==> config.mk <==
export PLATFORM = sky130hd
export DESIGN_NAME = mc_controller
export DESIGN_NICKNAME = d
export VERILOG_FILES = /design/src/rtl/mc_controller.sv
export SDC_FILE = /design/constraint.sdc
export NUM_CORES = 1
export LEC_CHECK = 0
export BUFFER_PORTS_ARGS = -buffer_cell sky130_fd_sc_hd__buf_2
export CAP_MARGIN = 20
export CORE_MARGIN = 4
export CORE_UTILIZATION = 47
export DETAILED_ROUTE_END_ITERATION = 8
export PLACE_DENSITY = 0.81
export SLEW_MARGIN = 20
export SYNTH_ARGS = -nofsm -noshare
export SYNTH_HDL_FRONTEND = slang
export SYNTH_SLANG_ARGS = --single-unit
==> constraint.sdc <==
create_clock -name clk -period 3.75 [get_ports clk]
set_input_delay 0.375 -clock clk [delete_from_list [all_inputs] [get_ports clk]]
set_output_delay 0.375 -clock clk [all_outputs]
set_load 0.02 [all_outputs]
==> src/rtl/mc_controller.sv <==
// -----------------------------------------------------------------------------
// mc_controller
//
// Main control FSM for a multicycle RV32 subset core. It supports lw, sw,
// R-type, I-type ALU, jal and beq. Each state drives a fixed set of datapath
// controls. These controls are registered together with the state, so they
// change only on clock edges.
//
// A few outputs are combinational:
//   - PCWrite combines the state's PC update with (Branch & Zero).
//   - ImmSrc is decoded from op in every state.
//   - Illegal flags an unknown opcode during Decode.
//
// Optional feature (macro MC_MEM_WAIT_EN):
//   When defined, a MemReady input is added. Fetch, MemRead and MemWrite then
//   stall until MemReady is 1. When undefined, there is no MemReady port and
//   memory is treated as always ready.
//
// Ports:
//   clk        in   1  clock; all state updates on the rising edge
//   reset_n    in   1  asynchronous active-low reset
//   op         in   7  instruction opcode (instr[6:0]), valid from Decode on
//   Zero       in   1  ALU zero flag
//   MemReady   in   1  memory access completes this cycle (MC_MEM_WAIT_EN only)
//   PCWrite    out  1  PC register write enable
//   AdrSrc     out  1  memory address select (0: PC, 1: ALU result)
//   MemWrite   out  1  data memory write enable
//   IRWrite    out  1  instruction register write enable
//   RegWrite   out  1  register file write enable
//   ResultSrc  out  2  result mux select
//   ALUSrcA    out  2  ALU operand A select
//   ALUSrcB    out  2  ALU operand B select
//   ALUOp      out  2  to ALU decoder
//   ImmSrc     out  2  immediate format select
//   Illegal    out  1  unknown opcode seen in Decode
// -----------------------------------------------------------------------------
module mc_controller (
  input  logic       clk,
  input  logic       reset_n,
  input  logic [6:0] op,
  input  logic       Zero,
`ifdef MC_MEM_WAIT_EN
  input  logic       MemReady,
`endif
  output logic       PCWrite,
  output logic       AdrSrc,
  output logic       MemWrite,
  output logic       IRWrite,
  output logic       RegWrite,
  output logic [1:0] ResultSrc,
  output logic [1:0] ALUSrcA,
  output logic [1:0] ALUSrcB,
  output logic [1:0] ALUOp,
  output logic [1:0] ImmSrc,
  output logic       Illegal
);

  localparam logic [6:0] OP_LW   = 7'b0000011;
  localparam logic [6:0] OP_SW   = 7'b0100011;
  localparam logic [6:0] OP_R    = 7'b0110011;
  localparam logic [6:0] OP_I    = 7'b0010011;
  localparam logic [6:0] OP_JAL  = 7'b1101111;
  localparam logic [6:0] OP_BEQ  = 7'b1100011;

  typedef enum logic [3:0] {
    S_FETCH,
    S_DECODE,
    S_MEMADR,
    S_MEMREAD,
    S_MEMWB,
    S_MEMWRITE,
    S_EXECUTER,
    S_ALUWB,
    S_EXECUTEI,
    S_JAL,
    S_BEQ
  } state_t;

  typedef struct packed {
    logic       irwrite;
    logic       pcupdate;
    logic       branch;
    logic       adrsrc;
    logic       memwrite;
    logic       regwrite;
    logic [1:0] resultsrc;
    logic [1:0] alusrca;
    logic [1:0] alusrcb;
    logic [1:0] aluop;
  } ctrl_t;

  // Moore outputs of each state. Any field not set here is 0.
  function automatic ctrl_t state_ctrl(state_t s);
    ctrl_t c;
    c = '0;
    case (s)
      S_FETCH: begin
        c.irwrite   = 1'b1;
        c.pcupdate  = 1'b1;
        c.alusrcb   = 2'b10;
        c.resultsrc = 2'b10;
      end
      S_DECODE: begin
        c.alusrca = 2'b01;
        c.alusrcb = 2'b01;
      end
      S_MEMADR: begin
        c.alusrca = 2'b10;
        c.alusrcb = 2'b01;
      end
      S_MEMREAD: begin
        c.adrsrc = 1'b1;
      end
      S_MEMWB: begin
        c.resultsrc = 2'b01;
        c.regwrite  = 1'b1;
      end
      S_MEMWRITE: begin
        c.adrsrc   = 1'b1;
        c.memwrite = 1'b1;
      end
      S_EXECUTER: begin
        c.alusrca = 2'b10;
        c.aluop   = 2'b10;
      end
      S_EXECUTEI: begin
        c.alusrca = 2'b10;
        c.alusrcb = 2'b01;
        c.aluop   = 2'b10;
      end
      S_ALUWB: begin
        c.regwrite = 1'b1;
      end
      S_JAL: begin
        c.alusrca  = 2'b01;
        c.alusrcb  = 2'b10;
        c.pcupdate = 1'b1;
      end
      S_BEQ: begin
        c.alusrca = 2'b10;
        c.aluop   = 2'b01;
        c.branch  = 1'b1;
      end
      default: c = '0;
    endcase
    return c;
  endfunction

  logic   mem_ready;
  state_t state_q, state_d;
  ctrl_t  ctrl_q;
  logic   op_known;
  logic   fetch_hold;
  logic   pc_update;

`ifdef MC_MEM_WAIT_EN
  assign mem_ready = MemReady;
`else
  assign mem_ready = 1'b1;
`endif

  assign op_known = (op == OP_LW) || (op == OP_SW) || (op == OP_R) ||
                    (op == OP_I)  || (op == OP_JAL) || (op == OP_BEQ);

  always_comb begin
    state_d = state_q;
    case (state_q)
      S_FETCH:    state_d = mem_ready ? S_DECODE : S_FETCH;
      S_DECODE: begin
        case (op)
          OP_LW, OP_SW: state_d = S_MEMADR;
          OP_R:         state_d = S_EXECUTER;
          OP_I:         state_d = S_EXECUTEI;
          OP_JAL:       state_d = S_JAL;
          OP_BEQ:       state_d = S_BEQ;
          default:      state_d = S_FETCH;
        endcase
      end
      // Only lw and sw can reach MemAdr.
      S_MEMADR:   state_d = (op == OP_LW) ? S_MEMREAD : S_MEMWRITE;
      S_MEMREAD:  state_d = mem_ready ? S_MEMWB : S_MEMREAD;
      S_MEMWB:    state_d = S_FETCH;
      S_MEMWRITE: state_d = mem_ready ? S_FETCH : S_MEMWRITE;
      S_EXECUTER: state_d = S_ALUWB;
      S_EXECUTEI: state_d = S_ALUWB;
      S_JAL:      state_d = S_ALUWB;
      S_ALUWB:    state_d = S_FETCH;
      S_BEQ:      state_d = S_FETCH;
      default:    state_d = S_FETCH;
    endcase
  end

  // The control word is loaded with the outputs of the state being entered,
  // so it always lines up with state_q.
  always_ff @(posedge clk or negedge reset_n) begin
    if (!reset_n) begin
      state_q <= S_FETCH;
      ctrl_q  <= state_ctrl(S_FETCH);
    end else begin
      state_q <= state_d;
      ctrl_q  <= state_ctrl(state_d);
    end
  end

  // During a stalled Fetch, neither the IR nor the PC may advance. The PC
  // update made by JAL is not subject to this stall.
  assign fetch_hold = (state_q == S_FETCH) && !mem_ready;
  assign pc_update  = ctrl_q.pcupdate && !fetch_hold;

  // While reset is low, the register holds the Fetch control word. The write
  // enables are therefore qualified with reset_n, so nothing is written
  // during reset.
  assign PCWrite   = reset_n && (pc_update || (ctrl_q.branch && Zero));
  assign IRWrite   = reset_n && ctrl_q.irwrite && mem_ready;
  assign MemWrite  = reset_n && ctrl_q.memwrite;
  assign RegWrite  = reset_n && ctrl_q.regwrite;
  assign Illegal   = reset_n && (state_q == S_DECODE) && !op_known;

  assign AdrSrc    = ctrl_q.adrsrc;
  assign ResultSrc = ctrl_q.resultsrc;
  assign ALUSrcA   = ctrl_q.alusrca;
  assign ALUSrcB   = ctrl_q.alusrcb;
  assign ALUOp     = ctrl_q.aluop;

  always_comb begin
    ImmSrc = 2'b00;
    case (op)
      OP_LW, OP_I: ImmSrc = 2'b00;
      OP_SW:       ImmSrc = 2'b01;
      OP_BEQ:      ImmSrc = 2'b10;
      OP_JAL:      ImmSrc = 2'b11;
      default:     ImmSrc = 2'b00;
    endcase
  end

endmodule

==> flow_summary.toml, run 1 <==
[grt]
groute.usage.overall_pct = 15.2
overflow = 0
number_of_global_route_vias_before_repair = 702
grt_antenna_before_repair = 0
pin_count_of_the_biggest_net_entering_global_routing = 22
grt_first_pass_wirelength_um = 3140

[detailed_routing]
ant_nets = 0
vias = 801
drc = 0
detailedRoute.firstPassIterationCount = 4
routed_wl_um = 1900
drt-initial-drc-count = 22
avgRoutedWirePerCell_um = 13.1
avgViaCountPerCell = 5.52

[clock_tree]
clk_pin_slew_worst_paths_ps = 90
cts_root_buffer = "sky130_fd_sc_hd__clkbuf_4"
htree_levels = 1
tritoncts_num_sinks = 16
cts_max_path_buffers = 2
cts-buffers-inserted = 3
cts_tree = "built"
post_cts_hold_buffer_count = 0
ctsResizeCount = 0
clk-insertion-delay-late_ps = 280
cts_setup_buffers = 0

[final_layout]
multiInputGateArea_um2 = 487
layout.cells.most_common_list = "sky130_fd_sc_hd__buf_2 (25), sky130_fd_sc_hd__dfrtp_1 (14), sky130_fd_sc_hd__nor2_1 (10), sky130_fd_sc_hd__nand2_1 (8), sky130_fd_sc_hd__a21oi_1 (6)"
design.final.nets = 129
layout.cells.most_common = "sky130_fd_sc_hd__buf_2"
fill_cells = 205
area.sequential_um2 = 403
antennaDiodeCount = 0
area.growth.synth_to_final_pct = 12.3
layout-drive-gt1-share_pct = 34.7

[floorplan]
io_pins = 26
floorplan.core_area_um2 = 1960
dieWidth_um = 53.6
die_y_um = 53.6
placement_rows = 16
die_area_um2 = 2870
initial_standard_cell_utilization_of_the_core_pct = 49.7

[sta]
clock_skew_ps = 6.44
unrepaired_setup_endpoints_after_global_routing = "no"
finalMaxSlewViolations = 0
fin_crit_ps = 2070
fin_tns_setup_ps = 0
final.period_utilization_pct = 55.1
worst_slack_ps = 1680
timing.slew.headroom_pct = 73.1
tightestPinTransition_ps = 403
setup_viol = 0
achievable-frequency_mhz = 484
report.final.hold_viol_count = 0

[power]
seq_power_share_pct = 43.6
power.share.switching_pct = 36.2
power_report.internal_total_mw = 0.351
power-per-cell-area_nw_per_um2 = 502
p_sw_mw = 0.199
leakage_nw = 0.538
ir_worst_vdd_v = 0.000202
clock_share_of_power_pct = 19.6
power.share.combinational_pct = 36.8

[placed_design]
port_buffers = 25
globalplace.congestion = 0.820
post-place-ws_ps = 1910
place_hpwl_um = 1430

[yosys]
yosys_warnings = 0
synth_area_per_cell_um2 = 9.76
synth.lib_cells_used.distinct = 40
mappedNetlistArea_um2 = 976
synth_ff_type = "sky130_fd_sc_hd__dfrtp_1"
synthDominantCellAreaShare_pct = 35.9
largest_area_contributor_in_the_netlist = "sky130_fd_sc_hd__dfrtp_1"
ys_async_sr_fraction_pct = 100
syn_nets = 110
postSynthCellCount = 100
synth_seq_cells = 16
synth_sequential_area_ratio_pct = 41.3
synth_enable_flop_cells = 0
synth.area.top_cells = "sky130_fd_sc_hd__dfrtp_1 (36%), sky130_fd_sc_hd__buf_4 (6.2%), sky130_fd_sc_hd__dfstp_2 (5.4%)"

[setup_path]
timing.critical_path.max_delay_family = "simple AND/OR/NAND/NOR gates"
critPathKind = "reg2out"
critical_path.max_stage_delay_ps = 500
worstPathMaxFanout = 9
cp_data_required_time_ps = 3380
timing.critical_path.to_type = "primary output"
worstPathCellList = "nor4b_4, nand2_1, a31oi_1, buf_2"
cp-start-kind = "register"
cp_data_arrival_time_ps = 1690
critPathBufInv = 1
cell_at_the_slowest_stage_of_the_critical_path = "sky130_fd_sc_hd__dfrtp_1"

[run_status]
status = "finished clean"

[job]
cap_viol_max_count = 0

[worst_hold_path]
hold_path_class = "in2async"
[path summary, 6_finish.rpt]
path                       startpoint            to  slack [ps]  cells past startpoint
hold reg to reg            state_q[0]      ALUOp[1]         700                      2
setup reg to reg           state_q[1]      ALUOp[1]        1980                      5
setup / recovery           state_q[1]       Illegal        1680                      4
hold / removal                reset_n  ResultSrc[0]           3                      1
max in group asynchronous     reset_n    ALUSrcB[1]        3430                      1
min in group clk                op[5]      ALUOp[1]         430                      3
[cells in the mapped netlist, drive strengths merged (2+ instances only)]
library cell / number
a21oi: 6
and2: 4
and3: 2
buf: 11
dfrtp: 14
dfstp: 2
inv: 3
nand2: 8
nand2b: 5
nand4b: 2
nor2: 10
nor3: 4
nor4b: 3
o211ai: 3
o21ai: 5
o22ai: 2
or3b: 2
[layout make-up]
type                            instances  area share [%]
Multi-Input combinational cell         70            44.4
Clock buffer                            4            3.31
Tap cell                               27            3.08
Timing Repair Buffer                   25            11.4
Inverter                                3            1.03
Sequential cell                        16            36.8
[cells by family (layout without fill, tap and decap cells)]
group	after synthesis	count (layout)	share of synthesized area (%)
AND/OR/NAND/NOR	48	48	33.8
AO/OA/AOI/OAI	20	20	14.2
flip-flops	16	16	41.3
buffers and inverters	14	32	8.85
XOR/XNOR	2	2	1.80
[per-stage QoR]
step	hold WS [ps]	util, %	std cells	area (µm²)	power (mW)
3_3_place_gp	318	54.0	141	1060	0.439
2_1_floorplan	79.4	-	100	976	0.410
6_report	2.63	55.9	145	1100	0.550
4_1_cts	12.5	55.9	145	1100	0.553
5_1_grt	26.3	55.9	145	1100	0.586
3_5_place_dp	320	54.0	141	1060	0.445
[flip-flops by register name (all words and copies together) (netlist names)]
name and count:
ctrl_q 4, ALUOp 2, AdrSrc 1, state_q 4
ALUSrcA 2, ALUSrcB 2, ResultSrc 1
[power by group through the flow]
stage	logic (mW)	clock network, mW	registers, mW
2_1_floorplan	0.177	0	0.232
3_3_place_gp	0.200	0	0.239
3_5_place_dp	0.203	0	0.242
4_1_cts	0.204	0.111	0.239
5_1_grt	0.221	0.122	0.243
6_report	0.202	0.108	0.240
[metal layers]
layer / part of all wire [%] / up-vias / routed length [µm] / track usage, %
met5: 0 / - / 0 / 0
met4: 2.7 / 0 / 51 / 8.51
met3: 7.8 / 9 / 148 / 2.22
met2: 49 / 40 / 927 / 25.3
met1: 41 / 371 / 777 / 18.7
li1: - / 381 / - / -
Power figures use the tool's default switching activity.
==> run 2, diff against run 1 <==
Settings changed: CORE_UTILIZATION 47 to 46, PLACE_DENSITY 0.81 to 0.82.
Clock period 3.75 ns to 1.9 ns, I/O delays scaled along.
==> run 2 against run 1 <==
Net effect: clock-buffer cell count did not move; hold slack improved by 230 ps; sequential cell count did not move; sequential power rose by 95%; clock power rose by 110%; largest power group unchanged; global-route usage rose by 0.60 points; sequential share of layout area fell by 0.58 points; highest routed layer unchanged; critical path type unchanged; clock skew rose by 3.6 ps; die area rose by 1.8%; routed wire length rose by 2.7%.
==> flow_summary.toml, run 2 (synthesized netlist as in run 1, its figures left out) <==
[sta]
timing.slew.headroom_pct = 72.9
finalMaxSlewViolations = 0
tightest_hold_margin_ps = 231
worst_slack_ps = 118
fin_tns_setup_ps = 0
clock_skew_ps = 10.0
unrepaired_setup_endpoints_after_global_routing = "no"
fin_crit_ps = 1780
setup_viol = 0
final.period_utilization_pct = 93.8
report.final.hold_viol_count = 0
tightestPinTransition_ps = 406
achievable-frequency_mhz = 561

[final_layout]
largest_registers_in_the_final_layout = "ctrl_q x4, state_q x4"
antennaDiodeCount = 0
layout-drive-gt1-share_pct = 35.0
design.final.nets = 131
layout.cells.most_common_list = "sky130_fd_sc_hd__buf_2 (25), sky130_fd_sc_hd__dfrtp_1 (14), sky130_fd_sc_hd__nor2_1 (10), sky130_fd_sc_hd__nand2_1 (8), sky130_fd_sc_hd__a21oi_1 (6)"
layout.cells.most_common = "sky130_fd_sc_hd__buf_2"
area.growth.synth_to_final_pct = 14.1
design_area_um2 = 1110

[power]
power.share.combinational_pct = 38.0
clock_share_of_power_pct = 20.0
report.power.total_mw = 1.11
power_report.internal_total_mw = 0.708
ir_worst_vdd_v = 0.000501
power.share.switching_pct = 36.4
p_sw_mw = 0.405
power-per-cell-area_nw_per_um2 = 1000
seq_power_share_pct = 42.0
leakage_nw = 0.547

[clock_tree]
htree_levels = 1
cts-buffers-inserted = 3
cts_root_buffer = "sky130_fd_sc_hd__clkbuf_4"
tritoncts_num_sinks = 16
cts_tree = "built"
clk-insertion-delay-late_ps = 290
cts_max_path_buffers = 2
ctsResizeCount = 0
clk_pin_slew_worst_paths_ps = 100

[floorplan]
die_y_um = 54.1
dieWidth_um = 54.1
floorplan.core_area_um2 = 1980
die_area_um2 = 2920
io_pins = 26
initial_standard_cell_utilization_of_the_core_pct = 49.2
placement_rows = 16

[setup_path]
critPathBufInv = 1
cp_data_arrival_time_ps = 1590
cp_data_required_time_ps = 1710
worstPathMaxFanout = 11
r2r_slack_ps = 140
cell_at_the_slowest_stage_of_the_critical_path = "sky130_fd_sc_hd__dfrtp_1"
critPathKind = "reg2out"
timing.critical_path.max_delay_family = "flip-flops"
worstPathCellList = "nor4b_4, nand2_1, a31oi_1, buf_2"
timing.critical_path.to_type = "primary output"
critical_path.max_stage_delay_ps = 530
cp-start-kind = "register"

[detailed_routing]
routed_wl_um = 1960
avgRoutedWirePerCell_um = 13.3
detailedRoute.firstPassIterationCount = 4
ant_nets = 0
avgViaCountPerCell = 5.54
vias = 814
drt-initial-drc-count = 45
drc = 0

[worst_hold_path]
hold_path_class = "in2reg"

[run_status]
status = "finished clean"

[grt]
grt_antenna_before_repair = 0
number_of_global_route_vias_before_repair = 778
groute.usage.overall_pct = 15.8
overflow = 0
pin_count_of_the_biggest_net_entering_global_routing = 22
grt_first_pass_wirelength_um = 3430

[placed_design]
globalplace.congestion = 0.866
placedInstanceArea_um2 = 1060
place_hpwl_um = 1490
post-place-ws_ps = 234
port_buffers = 25

[job]
cap_viol_max_count = 0
==> run 2: cell count changes in the layout (fill, tap and decap cells not counted) <==
| cell | before | now |
|---|---|---|
| sky130_fd_sc_hd__buf_4 | 0 | 1 |
| sky130_fd_sc_hd__dlygate4sd3_1 | 0 | 1 |
==> run 2: layout make-up <==
class                      count  area, µm²
fill                         185        868
multi-input combinational     70        487
sequential                    16        403
timing repair buffer          27        143
clock buffer                   4       36.3
tap                           27       33.8
inverter                       3       11.3
==> run 2: worst paths after layout <==
kind                             from      endpoint  cells past startpoint
max                        state_q[2]       Illegal                      4
max in group asynchronous     reset_n    ALUSrcB[1]                      2
max reg2reg                state_q[2]      ALUOp[1]                      6
min in group asynchronous     reset_n  ResultSrc[0]                      2
min                             op[5]      ALUOp[1]                      3
min reg2reg                state_q[3]        AdrSrc                      1
==> run 2: routing by layer <==
| metal | GRT usage [%] | vias to the layer above | share of wire (%) |
|---|---|---|---|
| li1 | - | 389 | - |
| met1 | 19.5 | 375 | 42 |
| met2 | 26.8 | 44 | 46 |
| met3 | 2.49 | 6 | 9.5 |
| met4 | 7.05 | 0 | 2.2 |
| met5 | 0 | - | 0 |
==> run 2: timing repair <==
item,4_1_cts,5_1_grt
endpoints found under the hold margin,14,0
setup buffers,0,1
endpoints found under the setup margin,0,1
hold buffers,1,0
==> run 2: power groups by stage <==
| stage | combinational [mW] | clock (mW) | sequential, mW |
|---|---|---|---|
| finish | 0.423 | 0.223 | 0.467 |
| global route | 0.468 | 0.250 | 0.475 |
| CTS | 0.410 | 0.224 | 0.466 |
| detailed placement | 0.407 | 0 | 0.473 |
| global placement | 0.400 | 0 | 0.465 |
| floorplan | 0.350 | 0 | 0.459 |
==> run 2: tightest hold or removal path: stages <==
cell,delay [ps]
sky130_fd_sc_hd__buf_2,160
sky130_fd_sc_hd__nand2_1,70
sky130_fd_sc_hd__a21oi_1,50
==> run 2: through the flow <==
stage          cells  utilization (%)
6_report         147             56.2
5_1_grt          147             56.2
4_1_cts          146             55.8
3_5_place_dp     141             53.5
3_3_place_gp     141             53.5
2_1_floorplan    100                -
==> run 3, diff against run 2 <==
Settings changed: CTS_BUF_LIST set to sky130_fd_sc_hd__clkbuf_16.
==> run 3 against run 2 <==
Net effect: maximum frequency grew 0.26%; cell area grew 3.1%; non-clock buffer count shrank 1; routed wire length grew 2.0%; clock skew shrank 5.3 ps; hold slack gained 49 ps; setup slack gained 4.6 ps; critical endpoint unchanged; largest power group unchanged.
==> flow_summary.toml, run 3 (synthesized netlist as in run 1, its figures left out) <==
[run_status]
status = "finished clean"

[final_layout]
largest_registers_in_the_final_layout = "ctrl_q x4, state_q x4"
fill_cells = 180
layout-drive-gt1-share_pct = 33.6
antennaDiodeCount = 0
layout.cells.most_common = "sky130_fd_sc_hd__buf_2"
area.growth.synth_to_final_pct = 17.7
multiInputGateArea_um2 = 487
layout.core_utilization_pct = 58.0
area.sequential_um2 = 403
fin_cells = 146
design.final.nets = 130
layout.cells.most_common_list = "sky130_fd_sc_hd__buf_2 (25), sky130_fd_sc_hd__dfrtp_1 (14), sky130_fd_sc_hd__nor2_1 (10), sky130_fd_sc_hd__nand2_1 (8), sky130_fd_sc_hd__a21oi_1 (6)"

[placed_design]
post-place-ws_ps = 234
place_hpwl_um = 1490
globalplace.congestion = 0.866
port_buffers = 25
post-place-cells = 141

[clock_tree]
cts-buffers-inserted = 3
cts_tree = "built"
clk-insertion-delay-late_ps = 240
post_cts_hold_buffer_count = 1
cts_root_buffer = "sky130_fd_sc_hd__clkbuf_16"
clk_pin_slew_worst_paths_ps = 50
cts_setup_buffers = 0
tritoncts_num_sinks = 16
cts_max_path_buffers = 2
ctsResizeCount = 0
htree_levels = 1

[worst_hold_path]
hold_path_class = "in2reg"

[sta]
setup_viol = 0
unrepaired_setup_endpoints_after_global_routing = "no"
tightestPinTransition_ps = 405
timing.slew.headroom_pct = 73.0
fin_tns_setup_ps = 0
fin_crit_ps = 1780
worst_slack_ps = 123
achievable-frequency_mhz = 563
clock_skew_ps = 4.70
final.period_utilization_pct = 93.5
tightest_hold_margin_ps = 281
finalMaxSlewViolations = 0
report.final.hold_viol_count = 0

[detailed_routing]
detailedRoute.firstPassIterationCount = 4
routed_wl_um = 2000
drc = 0
drt-initial-drc-count = 33
vias = 799
ant_nets = 0
avgViaCountPerCell = 5.47
avgRoutedWirePerCell_um = 13.7

[floorplan]
die_area_um2 = 2920
placement_rows = 16
initial_standard_cell_utilization_of_the_core_pct = 49.2
floorplan.core_area_um2 = 1980
die_y_um = 54.1
dieWidth_um = 54.1
io_pins = 26

[setup_path]
worstPathMaxFanout = 9
cp_data_required_time_ps = 1710
timing.critical_path.to_type = "primary output"
cp_data_arrival_time_ps = 1590
critPathKind = "reg2out"
cp-start-kind = "register"

[grt]
groute.usage.overall_pct = 15.8
grt_antenna_before_repair = 0
grt_first_pass_wirelength_um = 3420
pin_count_of_the_biggest_net_entering_global_routing = 22
number_of_global_route_vias_before_repair = 797
overflow = 0

[power]
ir_worst_vdd_v = 0.000630
leakage_nw = 0.560
power-per-cell-area_nw_per_um2 = 1120

[job]
cap_viol_max_count = 0
## run 3: worst max-delay path, stage by stage (launching register included)
cell and delay, ps:
sky130_fd_sc_hd__dfrtp_1 490, sky130_fd_sc_hd__nor4b_4 440, sky130_fd_sc_hd__nand2_1 90, sky130_fd_sc_hd__a31oi_1 140, sky130_fd_sc_hd__buf_2 180
## run 3: area by class of cell
class,count,share of cell area [%]
multi-input cells,70,42.4
flip-flops and latches,16,35.1
repair buffers,26,11.8
clock buffers,3,6.54
well taps,27,2.94
inverters,3,0.980
clock inverters,1,0.327
## run 3: worst paths after layout
kind                       cells after the start  slack (ps)         end  startpoint
setup reg to reg                               5         200  ALUSrcB[1]  state_q[1]
max in group asynchronous                      2        1170  ALUSrcB[1]     reset_n
hold / removal                                 3         280    ALUOp[1]       op[5]
setup / recovery                               4         120     Illegal  state_q[1]
hold reg to reg                                1         690      AdrSrc  state_q[3]
min in group asynchronous                      2         410   ctrl_q[8]     reset_n
## run 3: metrics by stage
| step | total power [mW] | cell area (µm²) |
|---|---|---|
| 4_1_cts | 1.28 | 1150 |
| 5_1_grt | 1.36 | 1150 |
| 3_3_place_gp | 0.866 | 1060 |
| 3_5_place_dp | 0.880 | 1060 |
| 6_report | 1.28 | 1150 |
| 2_1_floorplan | 0.809 | 976 |
## run 3: routing by layer
layer  GRT usage (%)  wire, µm  up-vias
met1            18.8       844      368
met2            27.0       938       42
met4            7.47        36        0
met3            3.05       176        4
li1                -         -      385
met5               0         0        -
## run 3: report_power, final
group	switching, mW	internal [mW]
Combinational	0.249	0.160
Sequential	0.0494	0.419
Clock	0.125	0.279
Total	0.424	0.857
